File: src/rtl/pmic_pkg.sv
// Shared definitions for the PMIC power-up init sequencer.
// Holds the layout of a 24-bit table entry, the op encodings, the FSM state type,
// the PMIC register map used by the init table, and a helper that packs entries.
package pmic_pkg;

  // Table entry layout: {op, addr[6:0], data[7:0], mask[7:0]}
  localparam int ENTRY_W  = 24;
  localparam int OP_BIT   = 23;
  localparam int ADDR_MSB = 22;
  localparam int ADDR_LSB = 16;
  localparam int DATA_MSB = 15;
  localparam int DATA_LSB = 8;
  localparam int MASK_MSB = 7;
  localparam int MASK_LSB = 0;

  // Operation encodings (entry bit OP_BIT)
  localparam logic OP_WRITE  = 1'b0;
  localparam logic OP_VERIFY = 1'b1;

  // Sequencer states
  typedef enum logic [2:0] {
    ST_IDLE  = 3'd0,
    ST_ISSUE = 3'd1,
    ST_WAIT  = 3'd2,
    ST_CHECK = 3'd3,
    ST_RETRY = 3'd4,
    ST_NEXT  = 3'd5,
    ST_DONE  = 3'd6,
    ST_FAIL  = 3'd7
  } state_t;

  // PMIC register map touched by the init table
  localparam logic [6:0] REG_DEVICE_ID  = 7'h05;
  localparam logic [6:0] REG_BUCK1_CTRL = 7'h12;
  localparam logic [6:0] REG_LDO1_VSEL  = 7'h20;
  localparam logic [6:0] REG_LDO1_CTRL  = 7'h21;
  localparam logic [6:0] REG_BUCK2_VSEL = 7'h30;
  localparam logic [6:0] REG_BUCK2_CTRL = 7'h31;
  localparam logic [6:0] REG_GPIO_CFG   = 7'h40;
  localparam logic [6:0] REG_WDT_CFG    = 7'h41;

  // Pack one table entry; the mask is only meaningful for verify entries.
  function automatic logic [ENTRY_W-1:0] mk_entry(
    input logic       op,
    input logic [6:0] addr,
    input logic [7:0] data,
    input logic [7:0] mask
  );
    logic [ENTRY_W-1:0] e;
    e                     = '0;
    e[OP_BIT]             = op;
    e[ADDR_MSB:ADDR_LSB]  = addr;
    e[DATA_MSB:DATA_LSB]  = data;
    e[MASK_MSB:MASK_LSB]  = mask;
    return e;
  endfunction

endpackage

File: src/rtl/pmic_init_rom.sv
// Purpose : fixed PMIC init table, index -> 24-bit entry {op, addr, data, mask}.
// Latency : combinational, no state.
// Backpressure: none; pure lookup.
// Ports   : index_i - table index (0..15); entry_o - packed entry for that index.
//           Unused indices return a write of 0x00 to address 0x00.
module pmic_init_rom
  import pmic_pkg::*;
(
  input  logic [3:0]         index_i,
  output logic [ENTRY_W-1:0] entry_o
);

  always_comb begin
    entry_o = mk_entry(OP_WRITE, 7'h00, 8'h00, 8'h00);
    case (index_i)
      4'd0:    entry_o = mk_entry(OP_WRITE,  REG_BUCK1_CTRL, 8'h34, 8'h00);
      4'd1:    entry_o = mk_entry(OP_WRITE,  REG_LDO1_VSEL,  8'h01, 8'h00);
      4'd2:    entry_o = mk_entry(OP_WRITE,  REG_LDO1_CTRL,  8'h80, 8'h00);
      4'd3:    entry_o = mk_entry(OP_WRITE,  REG_BUCK2_VSEL, 8'h0F, 8'h00);
      4'd4:    entry_o = mk_entry(OP_WRITE,  REG_BUCK2_CTRL, 8'h55, 8'h00);
      4'd5:    entry_o = mk_entry(OP_WRITE,  REG_GPIO_CFG,   8'h03, 8'h00);
      4'd6:    entry_o = mk_entry(OP_WRITE,  REG_WDT_CFG,    8'hC8, 8'h00);
      // Only the upper nibble of the ID register identifies the part family.
      4'd7:    entry_o = mk_entry(OP_VERIFY, REG_DEVICE_ID,  8'hA0, 8'hF0);
      default: entry_o = mk_entry(OP_WRITE,  7'h00,          8'h00, 8'h00);
    endcase
  end

endmodule

File: src/rtl/pmic_init_sequencer.sv
// Purpose : walks the PMIC init table, issuing one wishbone_handler transaction per
//           entry (write or read-and-verify), with per-entry timeout and retries.
// Latency : per passing entry ISSUE(1) + handler time + CHECK(1) + NEXT(1); o_begin
//           rises the cycle after an accepted i_start.
// Backpressure: one transaction outstanding; waits for i_done (or timeout) before
//           the next o_begin. i_start is ignored while busy.
// Ports   : i_clk/i_reset (sync, active-high); i_start; o_busy/o_ok/o_error/
//           o_errIndex status; o_begin/o_writeEnable/o_address/o_writeData request
//           to the handler; i_done/i_readData completion from the handler.
module pmic_init_sequencer
  import pmic_pkg::*;
#(
  parameter int NUM_ENTRIES    = 8,
  parameter int TIMEOUT_CYCLES = 4096,
  parameter int MAX_RETRIES    = 2
) (
  input  logic       i_clk,
  input  logic       i_reset,
  input  logic       i_start,
  output logic       o_busy,
  output logic       o_ok,
  output logic       o_error,
  output logic [3:0] o_errIndex,
  output logic       o_begin,
  output logic       o_writeEnable,
  output logic [6:0] o_address,
  output logic [7:0] o_writeData,
  input  logic       i_done,
  input  logic [7:0] i_readData
);

  localparam int TMO_W = $clog2(TIMEOUT_CYCLES + 1);
  localparam int RTY_W = ($clog2(MAX_RETRIES + 1) > 2) ? $clog2(MAX_RETRIES + 1) : 2;

  localparam logic [3:0]       LAST_IDX  = 4'(NUM_ENTRIES - 1);
  // Loaded in ISSUE and counted down in WAIT; zero is seen exactly
  // TIMEOUT_CYCLES cycles after the ISSUE cycle.
  localparam logic [TMO_W-1:0] TMO_LOAD  = TMO_W'(TIMEOUT_CYCLES - 1);
  localparam logic [RTY_W-1:0] RTY_LIMIT = RTY_W'(MAX_RETRIES);

  state_t             state_q;
  logic [3:0]         idx_q;
  logic [3:0]         idx_d;
  logic [RTY_W-1:0]   rty_q;
  logic [TMO_W-1:0]   tmo_q;
  logic [7:0]         rdata_q;
  logic               busy_q;
  logic               ok_q;
  logic               error_q;
  logic [3:0]         err_idx_q;
  logic               begin_q;
  logic               we_q;
  logic [6:0]         addr_q;
  logic [7:0]         wdata_q;

  logic [ENTRY_W-1:0] entry;
  logic               ent_op;
  logic [6:0]         ent_addr;
  logic [7:0]         ent_data;
  logic [7:0]         ent_mask;
  logic               issue_we;
  logic [7:0]         issue_wdata;
  logic               check_pass;

  // The request fields are registered on the edge that enters ISSUE so they line
  // up with o_begin. That edge is also where the index advances, so the ROM is
  // addressed with the next index rather than the current one.
  always_comb begin
    idx_d = idx_q;
    case (state_q)
      ST_IDLE: if (i_start) idx_d = 4'd0;
      ST_NEXT: if (idx_q != LAST_IDX) idx_d = idx_q + 4'd1;
      default: ;
    endcase
  end

  pmic_init_rom u_rom (
    .index_i (idx_d),
    .entry_o (entry)
  );

  assign ent_op      = entry[OP_BIT];
  assign ent_addr    = entry[ADDR_MSB:ADDR_LSB];
  assign ent_data    = entry[DATA_MSB:DATA_LSB];
  assign ent_mask    = entry[MASK_MSB:MASK_LSB];
  assign issue_we    = (ent_op == OP_WRITE);
  assign issue_wdata = (ent_op == OP_VERIFY) ? 8'h00 : ent_data;

  // In CHECK idx_d equals idx_q, so the ROM is showing the entry being checked.
  assign check_pass  = (ent_op == OP_WRITE) ||
                       ((rdata_q & ent_mask) == (ent_data & ent_mask));

  always_ff @(posedge i_clk) begin
    if (i_reset) begin
      state_q   <= ST_IDLE;
      idx_q     <= 4'd0;
      rty_q     <= '0;
      tmo_q     <= '0;
      rdata_q   <= 8'h00;
      busy_q    <= 1'b0;
      ok_q      <= 1'b0;
      error_q   <= 1'b0;
      err_idx_q <= 4'd0;
      begin_q   <= 1'b0;
      we_q      <= 1'b0;
      addr_q    <= 7'h00;
      wdata_q   <= 8'h00;
    end else begin
      // o_begin is a one-cycle pulse; only transitions into ISSUE raise it.
      begin_q <= 1'b0;
      idx_q   <= idx_d;

      case (state_q)
        ST_IDLE: begin
          if (i_start) begin
            ok_q    <= 1'b0;
            error_q <= 1'b0;
            busy_q  <= 1'b1;
            rty_q   <= '0;
            begin_q <= 1'b1;
            we_q    <= issue_we;
            addr_q  <= ent_addr;
            wdata_q <= issue_wdata;
            state_q <= ST_ISSUE;
          end
        end

        ST_ISSUE: begin
          tmo_q   <= TMO_LOAD;
          state_q <= ST_WAIT;
        end

        // A done arriving in the same cycle the counter hits zero takes priority.
        ST_WAIT: begin
          if (i_done) begin
            rdata_q <= i_readData;
            state_q <= ST_CHECK;
          end else if (tmo_q == '0) begin
            state_q <= ST_RETRY;
          end else begin
            tmo_q <= tmo_q - 1'b1;
          end
        end

        ST_CHECK: begin
          state_q <= check_pass ? ST_NEXT : ST_RETRY;
        end

        ST_RETRY: begin
          if (rty_q < RTY_LIMIT) begin
            rty_q   <= rty_q + 1'b1;
            begin_q <= 1'b1;
            we_q    <= issue_we;
            addr_q  <= ent_addr;
            wdata_q <= issue_wdata;
            state_q <= ST_ISSUE;
          end else begin
            // Status flips on the edge into FAIL so busy falls as error rises.
            err_idx_q <= idx_q;
            error_q   <= 1'b1;
            busy_q    <= 1'b0;
            state_q   <= ST_FAIL;
          end
        end

        ST_NEXT: begin
          if (idx_q == LAST_IDX) begin
            ok_q    <= 1'b1;
            busy_q  <= 1'b0;
            state_q <= ST_DONE;
          end else begin
            rty_q   <= '0;
            begin_q <= 1'b1;
            we_q    <= issue_we;
            addr_q  <= ent_addr;
            wdata_q <= issue_wdata;
            state_q <= ST_ISSUE;
          end
        end

        ST_DONE: state_q <= ST_IDLE;
        ST_FAIL: state_q <= ST_IDLE;
        default: state_q <= ST_IDLE;
      endcase
    end
  end

  assign o_busy        = busy_q;
  assign o_ok          = ok_q;
  assign o_error       = error_q;
  assign o_errIndex    = err_idx_q;
  assign o_begin       = begin_q;
  assign o_writeEnable = we_q;
  assign o_address     = addr_q;
  assign o_writeData   = wdata_q;

endmodule

File: config.mk
export PLATFORM = sky130hd
export DESIGN_NAME = pmic_init_sequencer
export DESIGN_NICKNAME = d
export VERILOG_FILES = /design/src/rtl/pmic_pkg.sv /design/src/rtl/pmic_init_rom.sv /design/src/rtl/pmic_init_sequencer.sv
export SDC_FILE = /design/constraint.sdc
export NUM_CORES = 1
export LEC_CHECK = 0
export CAP_MARGIN = 20
export CORE_MARGIN = 4
export CORE_UTILIZATION = 49
export CTS_BUF_LIST = sky130_fd_sc_hd__clkbuf_16
export DETAILED_ROUTE_END_ITERATION = 6
export GPL_TIMING_DRIVEN = 1
export PLACE_DENSITY_LB_ADDON = 0.15
export SYNTH_ARGS = -nofsm -noshare
export SYNTH_HDL_FRONTEND = slang
export SYNTH_SLANG_ARGS = --single-unit
File: constraint.sdc
create_clock -name i_clk -period 2.6 [get_ports i_clk]
set_clock_uncertainty 0.05 [all_clocks]
set_input_delay 0.78 -clock i_clk [delete_from_list [all_inputs] [get_ports i_clk]]
set_output_delay 0.78 -clock i_clk [all_outputs]
set_load 0.05 [all_outputs]
==> metrics.md <==
| Metric | Value |
|---|---|
| Final-report setup violation count | 0 |
| Core footprint | 0.00479 mm² |
| Routed Antenna Nets | 0 |
| Die Height | 78.6 µm |
| Worst Hold Path Cells | 2 |
| Clock slew at reported path FFs | 70 ps |
| Type of element launching the critical path | flop |
| Internal | 1.49 mW |
| Drt pass-1 iters | 4 |
| Commonest cells post-synth | dfxtp_1, a21oi_1, nor2_1 |
| Avg Cell Area, Syn | 9.02 µm² |
| Worst Hold Class | reg2reg |
| Main flop type after synthesis | dfxtp_1 |
| Buffers on Ports | 30 |
| DRC Markers | 0 |
| Synthesis-to-layout area growth | 29.9% |
| #FFs+latches synth | 49 |
| Synth Instances | 271 |
| Cell with the most instances after synthesis | dfxtp_1 |
| RSZ-0062 raised after global routing | false |
| Min-delay src | o_address[4]$_SDFFE_PP0P_ |
| # fillers | 409 |
| Final worst-path cycle share | a little over nine tenths |
| Slew margin rel. | 51.3% |
| Comb power frac | 31.9% |
| Min Tclk post-route | 2490 ps |
| I/O pin total | 36 |
| CTS H-Tree Depth | 2 |
| Cell Chain, Critical Path | ha_2 -> nand3b_4 -> and4_1 -> or4_4 -> inv_1 -> ha_2 -> and3_4 -> o21ai_0 -> a32o_1 |
| Syn. warnings | 0 |
| Synth area leader | dfxtp_1 |
| Sequential area share after synthesis | 40.1% |
| Worst Slack Setup Final | 107 ps |
| Initial core utilization | 51.1% |
| Synth Cell Area | 0.00244 mm² |
| Root buffer cell | clkbuf_16 |
| Critical Path Fanout Max | 6 |
| GRT Residual Overflow | 0 |
| Post-synth ARST share | 0% |
| Fraction of final layout cells sized beyond drive strength 1 | a little over a fifth |
| Sum of negative setup slack | 0 ps |
| # rows | 25 |
| Longest Clk Path Bufs | 2 |
| Vias in the first global route | about 2000 |
| Die area | a little over 0.006 mm² |
| CP endpoint kind | flop |
| Final Hold Fails | 0 |
| Worst slew pin tran | 728 ps |
| Worst path max stage delay | 580 ps |
| Min Hold Slack | just over 400 ps |
| Most numerous cell on the critical path | ha_2 |
| GPL Wtd Cong | just over 0.8 |
| # diodes | 0 |
| Sw Pwr | 790 µW |
| Sw frac | a little over a third |
| Run status | finished clean |
| Pre-CTS WS | -422 ps |
| CP Depth | 9 |
| Vias | about 2100 |
| Max cap viols | 0 |
| RR Endpoint | state_q[0]$_SDFFE_PP0P_ |
| All-Layer GR Usage | 19.6% |
| Clk network pwr share | 27.7% |
| First-pass GRT wire length | 9520 µm |
| Initial antenna violation count | 0 |
| Post-Route WL | 5530 µm |
| Mapped Nets | 290 |
| Seq pwr share | around two fifths |
| Synth top area share | 40.1% |
| Buf+Inv Stages, Crit Path | 1 |
| Reg-to-reg setup timing slack | 110 ps |
| Clk Latency, worst-skew pair | 290 ps |
| Worst Hold End | o_address[4]$_SDFFE_PP0P_ |
| DPL Wire Length | 3990 µm |
| Post-synth cell types | 64 |
| DP Cell Count | about 380 |
| Die Width | 78.6 µm |
| Drt via density | 5.31 |
| CTS tree | yes |
| Pin count of the biggest net entering global routing | 16 |
| Cell family with the largest share of critical-path delay | simple AND/OR/NAND/NOR gates |
| Fin. max-slew vios | 0 |
| Worst vdd ir | 0.468 mV |
| Cells on worst reg2reg path | 9 |
| R2R Path Start | idx_q[1]$_SDFF_PP0_ |
| Clock sink total | 49 |
| Nets@finish | 344 |
| Routed len/inst | 14.1 µm |
| Number of synthesized flops with an enable pin | 0 |
| Utilization after layout | 66.4% |
| CP max-delay cell | or4_4 |
| P per Cell Area | 718 mW/mm² |
| CTS buffer count | 5 |
| Worst EP required | between 2000 and 3000 ps |
| Ranking of synthesized cells by area | dfxtp_1, a21oi_1, nor2_1, nand2_1, ha_1 |
| 1st-iter DRT viols | about 110 |
| Leakage power | approximately 1.3 nW |
| Kind of critical path | reg2reg |
| Max Fclk | around 400 MHz |
| CP Data Arrival Time | 2630 ps |
| Non-filler instance count after layout | 393 |
[worst min-delay path, delay by kind of cell, from the launching register on]
family	cells	cell delay, ps
AND/OR/NAND/NOR	1	50
flip-flops	1	310
AO/OA/AOI/OAI	1	50
[power by group through the flow]
| stage | clock (mW) | combinational (mW) | sequential [mW] |
|---|---|---|---|
| 2_1_floorplan | 0 | 0.449 | 1.01 |
| 3_3_place_gp | 0 | 0.707 | 0.934 |
| 3_5_place_dp | 0 | 0.715 | 0.938 |
| 4_1_cts | 0.645 | 0.729 | 0.922 |
| 5_1_grt | 0.687 | 0.796 | 0.937 |
| 6_report | 0.631 | 0.727 | 0.921 |
[sequential cells by signal, summed over array words and instances (netlist names)]
signal and cells:
state_q 3, o_address 6, o_writeEnable 1, idx_q 4, o_error 1, o_begin 1, o_writeData 8, rty_q 2
rdata_q 4, o_ok 1, o_errIndex 4, o_busy 1, tmo_q 13
[worst max path at each step]
stage / startpoint / to
detailed placement: i_start / o_writeData[0]$_SDFFE_PP0P_
floorplan: i_start / o_writeData[3]$_SDFFE_PP0P_
finish: idx_q[1]$_SDFF_PP0_ / state_q[0]$_SDFFE_PP0P_
global placement: i_start / o_writeData[0]$_SDFFE_PP0P_
global route: idx_q[1]$_SDFF_PP0_ / o_address[2]$_SDFFE_PP0P_
CTS: idx_q[1]$_SDFF_PP0_ / state_q[0]$_SDFFE_PP0P_
[cell usage in the layout (no fill, tap or decap), drive strengths merged, types with 3 or more instances in the layout]
cell type / count
dfxtp: 49
buf: 36
nor2: 30
clkdlybuf4s50: 29
a21oi: 29
nand2: 24
xor2: 10
mux2i: 9
inv: 8
nand3: 7
nor3: 7
ha: 7
nor4: 6
clkbuf: 5
nand4: 4
a211oi: 4
nand3b: 4
nor2b: 3
nand4b: 3
xnor2: 3
or3: 3
a211o: 3
a22oi: 3
a21o: 3
or4: 3
and3: 3
nor4b: 3
[cell type report]
type | count | area (µm²) | area share (%)
well taps | 67 | 83.8 | 2.64
multi-input cells | 196 | 1370 | 43.1
clock inverters | 3 | 18.8 | 0.591
flip-flops and latches | 49 | 981 | 30.9
inverters | 7 | 26.3 | 0.827
clock buffers | 5 | 125 | 3.94
repair buffers | 66 | 573 | 18.0
[logic make-up (layout without fill, tap and decap cells)]
kind of cell	Yosys count	after routing	share of synthesized area (%)
buffers and inverters	26	81	5.32
DFF	49	49	40.1
AOI/OAI and AO/OA	57	57	16.6
other	1	1	0.153
xor gates and xnor gates	13	13	4.66
and+or+nand+nor	109	109	25.7
muxes	9	9	3.84
adders and majority gates	7	7	3.58
[stage by stage]
step / instance area, µm² / power (mW)
after global routing: 3180 / 2.42
final: 3180 / 2.28
after CTS: 3170 / 2.30
after floorplan: 2440 / 1.46
after detailed placement: 2990 / 1.65
after global placement: 2990 / 1.64
[metal layers]
layer  wire [µm]  track usage (%)
met5           0                0
met4         103             7.87
met3         172             5.28
met2        2640             32.1
met1        2610             24.2
[repair_timing]
item / in CTS / in global routing
hold buffers: 0 / 0
buffers inserted: 1 / 0
setup endpoints to repair: 9 / 2
pin swaps: 3 / 0
resized for setup: 9 / 1
Note: power is estimated with default switching activity, not from simulation.
